File: config.mk
export PLATFORM = sky130hd
export DESIGN_NAME = rocc_cmd_resp_queue
export DESIGN_NICKNAME = d
export VERILOG_FILES = /design/src/rtl/rocc_cmd_resp_queue_pkg.sv /design/src/rtl/rocc_cmd_resp_queue_fifo.sv /design/src/rtl/rocc_cmd_resp_queue.sv
export SDC_FILE = /design/constraint.sdc
export NUM_CORES = 1
export LEC_CHECK = 0
export ABC_AREA = 0
export CAP_MARGIN = 15
export CORE_MARGIN = 3
export CORE_UTILIZATION = 59
export DETAILED_ROUTE_END_ITERATION = 8
export PLACE_DENSITY = 0.95
export SYNTH_ARGS = -nofsm -noshare
export SYNTH_HDL_FRONTEND = slang
export SYNTH_HIERARCHICAL = 1
export SYNTH_SLANG_ARGS = --single-unit
export TNS_END_PERCENT = 50
File: constraint.sdc
create_clock -name clock -period 17.4 [get_ports clock]
set_input_delay 4.35 -clock clock [delete_from_list [all_inputs] [get_ports clock]]
set_output_delay 4.35 -clock clock [all_outputs]
set_load 0.005 [all_outputs]
File: src/rtl/rocc_cmd_resp_queue_pkg.sv
// Shared RoCC field positions and command/response record types.
package rocc_pkg;

  localparam int unsigned ROCC_XLEN    = 64;
  localparam int unsigned ROCC_XD_BIT  = 14;
  localparam int unsigned ROCC_XS1_BIT = 13;
  localparam int unsigned ROCC_XS2_BIT = 12;
  localparam int unsigned ROCC_RD_LSB  = 7;

  typedef struct packed {
    logic [31:0]          inst;
    logic [ROCC_XLEN-1:0] rs1;
    logic [ROCC_XLEN-1:0] rs2;
  } rocc_cmd_t;

  typedef struct packed {
    logic [4:0]           rd;
    logic [ROCC_XLEN-1:0] data;
  } rocc_resp_t;

endpackage

File: src/rtl/rocc_cmd_resp_queue_fifo.sv
// Synchronous FIFO with registered output (no fall-through); wrap-bit pointers.
module rocc_sync_fifo #(
  parameter int unsigned WIDTH = 8,
  parameter int unsigned DEPTH = 4
) (
  input  logic                     clk,
  input  logic                     rst_n,
  input  logic                     push,
  input  logic [WIDTH-1:0]         din,
  input  logic                     pop,
  output logic [WIDTH-1:0]         dout,
  output logic                     full,
  output logic                     empty,
  output logic [$clog2(DEPTH):0]   count
);

  localparam int unsigned AW = $clog2(DEPTH);
  localparam logic [AW:0] PTR_ONE = 1;

  logic [AW:0]      wr_ptr_q, wr_ptr_d;
  logic [AW:0]      rd_ptr_q, rd_ptr_d;
  logic [WIDTH-1:0] mem_q [DEPTH];
  logic [WIDTH-1:0] mem_d [DEPTH];
  logic             do_push, do_pop;

  // Full when addresses match but the wrap bits differ; push is blocked even if a pop coincides.
  assign full    = (wr_ptr_q[AW-1:0] == rd_ptr_q[AW-1:0]) && (wr_ptr_q[AW] != rd_ptr_q[AW]);
  assign empty   = (wr_ptr_q == rd_ptr_q);
  assign count   = wr_ptr_q - rd_ptr_q;
  assign dout    = mem_q[rd_ptr_q[AW-1:0]];
  assign do_push = push && !full;
  assign do_pop  = pop && !empty;

  always_comb begin
    mem_d    = mem_q;
    wr_ptr_d = wr_ptr_q;
    rd_ptr_d = rd_ptr_q;
    if (do_push) begin
      mem_d[wr_ptr_q[AW-1:0]] = din;
      wr_ptr_d                = wr_ptr_q + PTR_ONE;
    end
    if (do_pop) begin
      rd_ptr_d = rd_ptr_q + PTR_ONE;
    end
  end

  always_ff @(posedge clk or negedge rst_n) begin
    if (!rst_n) begin
      wr_ptr_q <= '0;
      rd_ptr_q <= '0;
    end else begin
      wr_ptr_q <= wr_ptr_d;
      rd_ptr_q <= rd_ptr_d;
    end
  end

  always_ff @(posedge clk) begin
    mem_q <= mem_d;
  end

endmodule

File: src/rtl/rocc_cmd_resp_queue.sv
// RoCC decoupling stage: command and response FIFOs, response-credit accounting, busy and overflow flags.
module rocc_cmd_resp_queue
  import rocc_pkg::*;
#(
  parameter int unsigned XLEN       = 64,
  parameter int unsigned CMD_DEPTH  = 4,
  parameter int unsigned RESP_DEPTH = 4
) (
  input  logic            clock,
  input  logic            reset,
  input  logic            core_cmd_valid,
  output logic            core_cmd_ready,
  input  logic [31:0]     core_cmd_inst,
  input  logic [XLEN-1:0] core_cmd_rs1,
  input  logic [XLEN-1:0] core_cmd_rs2,
  output logic            acc_cmd_valid,
  input  logic            acc_cmd_ready,
  output logic [31:0]     acc_cmd_inst,
  output logic [XLEN-1:0] acc_cmd_rs1,
  output logic [XLEN-1:0] acc_cmd_rs2,
  input  logic            acc_resp_valid,
  output logic            acc_resp_ready,
  input  logic [4:0]      acc_resp_rd,
  input  logic [XLEN-1:0] acc_resp_data,
  output logic            core_resp_valid,
  input  logic            core_resp_ready,
  output logic [4:0]      core_resp_rd,
  output logic [XLEN-1:0] core_resp_data,
  input  logic            acc_busy,
  output logic            core_busy,
  output logic            err_resp_ovf
);

  localparam int unsigned CAW    = $clog2(CMD_DEPTH);
  localparam int unsigned RAW    = $clog2(RESP_DEPTH);
  localparam int unsigned CMD_W  = 32 + 2 * XLEN;
  localparam int unsigned RESP_W = 5 + XLEN;
  localparam logic [RAW:0] OUT_ONE   = 1;
  localparam logic [RAW:0] RESP_FULL = (RAW+1)'(RESP_DEPTH);

  logic             active_q, active_d;
  logic [RAW:0]     outstanding_q, outstanding_d;
  logic             err_q, err_d;

  logic [CMD_W-1:0] cmd_dout;
  logic             cmd_full, cmd_empty, cmd_push, cmd_pop;
  logic [CAW:0]     cmd_count;
  logic [RESP_W-1:0] resp_dout;
  logic             resp_full, resp_empty, resp_push, resp_pop;
  logic [RAW:0]     resp_count;
  logic             unused_resp_full;

  logic             cmd_xd, xd_push, resp_arrive, resp_drop, credit_avail;
  logic [RAW:0]     used_slots;

  assign cmd_xd       = core_cmd_inst[ROCC_XD_BIT];
  // A credit is a response slot not yet claimed by an in-flight xd command or a buffered response.
  assign used_slots   = outstanding_q + resp_count;
  assign credit_avail = (used_slots != RESP_FULL);

  assign core_cmd_ready = active_q && !cmd_full && (!cmd_xd || credit_avail);
  assign cmd_push       = core_cmd_valid && core_cmd_ready;
  assign xd_push        = cmd_push && cmd_xd;
  assign acc_cmd_valid  = !cmd_empty;
  assign cmd_pop        = acc_cmd_valid && acc_cmd_ready;
  assign {acc_cmd_inst, acc_cmd_rs1, acc_cmd_rs2} = cmd_dout;

  assign acc_resp_ready  = active_q;
  assign resp_arrive     = acc_resp_valid && active_q;
  assign resp_push       = resp_arrive && (outstanding_q != '0);
  assign resp_drop       = resp_arrive && (outstanding_q == '0);
  assign core_resp_valid = !resp_empty;
  assign resp_pop        = core_resp_valid && core_resp_ready;
  assign {core_resp_rd, core_resp_data} = resp_dout;
  assign unused_resp_full = resp_full;

  assign core_busy    = (cmd_count != '0) || (outstanding_q != '0) || (resp_count != '0) || acc_busy;
  assign err_resp_ovf = err_q;

  always_comb begin
    active_d      = 1'b1;
    err_d         = err_q | resp_drop;
    outstanding_d = outstanding_q;
    case ({xd_push, resp_push})
      2'b10:   outstanding_d = outstanding_q + OUT_ONE;
      2'b01:   outstanding_d = outstanding_q - OUT_ONE;
      default: outstanding_d = outstanding_q;
    endcase
  end

  always_ff @(posedge clock or negedge reset) begin
    if (!reset) begin
      active_q      <= 1'b0;
      outstanding_q <= '0;
      err_q         <= 1'b0;
    end else begin
      active_q      <= active_d;
      outstanding_q <= outstanding_d;
      err_q         <= err_d;
    end
  end

  rocc_sync_fifo #(
    .WIDTH (CMD_W),
    .DEPTH (CMD_DEPTH)
  ) u_cmd_fifo (
    .clk   (clock),
    .rst_n (reset),
    .push  (cmd_push),
    .din   ({core_cmd_inst, core_cmd_rs1, core_cmd_rs2}),
    .pop   (cmd_pop),
    .dout  (cmd_dout),
    .full  (cmd_full),
    .empty (cmd_empty),
    .count (cmd_count)
  );

  rocc_sync_fifo #(
    .WIDTH (RESP_W),
    .DEPTH (RESP_DEPTH)
  ) u_resp_fifo (
    .clk   (clock),
    .rst_n (reset),
    .push  (resp_push),
    .din   ({acc_resp_rd, acc_resp_data}),
    .pop   (resp_pop),
    .dout  (resp_dout),
    .full  (resp_full),
    .empty (resp_empty),
    .count (resp_count)
  );

endmodule
==> flow_metrics.tcl <==
set metrics [dict create \
    crit_required_ns 13.05 \
    power.density_nw_per_um2 169 \
    die_w_um 247 \
    cts.path.max_buffers 3 \
    grt_usage 0.279 \
    synth_area_um2 34300 \
    cts_tree "done" \
    clock_latency_ns 0.62 \
    vias_per_cell 6.18 \
    yosys_warnings 6 \
    cp_max_fo 6 \
    final_cell_mix "edfxtp_1 (916), clkdlybuf4s50_1 (470), mux4_2 (229)" \
    p_leak_uw 0.0137 \
    avgSynthCellArea_um2 26.0 \
    die_h_um 247 \
    placed_area_um2 39800 \
    postCtsSetupBuffers 0 \
    finalNetCount 2101 \
    reg2reg_to "u_cmd_fifo/mem_q[398]$_DFFE_PP_" \
    maxCapViolCount 0 \
    dpl.hpwl_mm 48.1 \
    timing.final.crit_share 0.580 \
    grt_remaining_overflow 0 \
    critical_path_class "input port to primary output" \
    design_area_um2 42700 \
    first_global_vias 17800 \
    reg2reg_depth 10 \
    ff2ff_setup_slack_ns 11.77 \
    hold_violations 0 \
    r2r_start "u_resp_fifo/rd_ptr_q[0]$_DFFE_PN0P_" \
    layout_commonest_cell "edfxtp_1" \
    tns_ns 0 \
    num_rows 87 \
    relSlewSlack 0.261 \
    drc 0 \
    hold_buffers 0 \
    status "completed" \
    vdd_ir_drop_max_uv 122 \
    setup_violations 0 \
    pin_count 471 \
    cts_sinks 933 \
    syn2layout_area_growth_pct 24.6 \
    gp_congestion 0.758 \
    post-route-util 0.751 \
    whs_endpoint "err_resp_ovf$_DFF_PN0_" \
    vias 16600 \
    hold_start "err_resp_ovf$_DFF_PN0_" \
    routed_wl_mm 83.7 \
    worst_ep_arrival_time_ns 5.75 \
    worstHoldPathCells 1 \
    worst_slew_pin_slew_ns 1.11 \
    layout-drive-gt1-share 0.210 \
    fmax_mhz 99.0 \
    cts_resized 0 \
    grt_pass1_wl_mm 122 \
    drt-wirelength-per-cell_um 31.2 \
    dieArea_um2 61100 \
    drt_iter0_markers 1463 \
    netlist_instances 1319 \
    synth_nets 1575 \
    antenna_found_initial 23 \
    ant_nets 0 \
    grt_start_max_net_pins 121 \
    core_um2 56900 \
    min_period_ns 10.10 \
    cp-start-kind "input port" \
    finalClockSkew_ns 0.0234 \
    cts_buffers 89 \
    initial_utilization 0.602 \
    drv_slew 0 \
    end_kind "primary output" \
    cts_max_level 3 \
    io_buffers 470 \
    root_buffer "clkbuf_16" \
    path_clk_slew_ns 0.06 \
    rsz0062_at_grt "no" \
    hp-class "flip-flop to flip-flop" \
    firstDrtPassIters 5 \
]
==> through the flow <==
step	power [uW]	instances	worst slack, ns	hold slack (ns)
after global placement	5160	2510	7.31	0.457
final	7200	2682	7.30	0.498
after floorplan	4180	1319	8.26	0.466
after CTS	7260	2672	7.29	0.498
after global routing	7470	2679	7.23	0.518
after detailed placement	5250	2510	7.28	0.483
==> state kept, by name (all words and copies together) (netlist names) <==
| signal | count |
|---|---|
| u_cmd_fifo/rd_ptr_q | 3 |
| u_resp_fifo/rd_ptr_q | 3 |
| acc_resp_ready | 1 |
| u_cmd_fifo/wr_ptr_q | 3 |
| u_resp_fifo/mem_q | 276 |
| u_cmd_fifo/mem_q | 640 |
| u_resp_fifo/wr_ptr_q | 3 |
| outstanding_q | 3 |
| err_resp_ovf | 1 |
==> area by class of cell <==
cell class / count / area, um^2
flip-flops and latches: 933 / 27900
fillers: 2756 / 14200
multi-input cells: 316 / 5960
repair buffers: 487 / 4840
clock buffers: 104 / 2340
well taps: 756 / 946
clock inverters: 58 / 614
inverters: 18 / 67.6
diodes: 10 / 25.0
==> routing by layer <==
metal,part of all wire,track usage,vias to the layer above
met2,0.51,0.465,1053
met1,0.33,0.335,8591
met5,0.0020,0,-
li1,-,-,6724
met4,0.032,0.102,26
met3,0.12,0.108,169
==> worst max-delay path by stage <==
stage,startpoint,end,slack [ns]
6_report,core_cmd_inst[14],core_cmd_ready,7.30
3_5_place_dp,core_cmd_inst[14],core_cmd_ready,7.28
5_1_grt,core_cmd_inst[14],core_cmd_ready,7.23
3_3_place_gp,core_cmd_inst[14],core_cmd_ready,7.31
4_1_cts,core_cmd_inst[14],core_cmd_ready,7.29
2_1_floorplan,core_cmd_inst[14],u_cmd_fifo/mem_q[0]$_DFFE_PP_,8.26
==> where the power goes <==
group	internal (uW)	total [uW]	switching, uW
logic	1230	2220	988
clock network	1110	1950	841
registers	2840	3040	195
==> critical path, cell delays in order <==
cell and delay (ns):
clkdlybuf4s50_1 0.56, nor3b_1 0.27, a21oi_2 0.11, clkdlybuf4s50_1 0.45
Note: power is estimated with default switching activity, not from simulation.
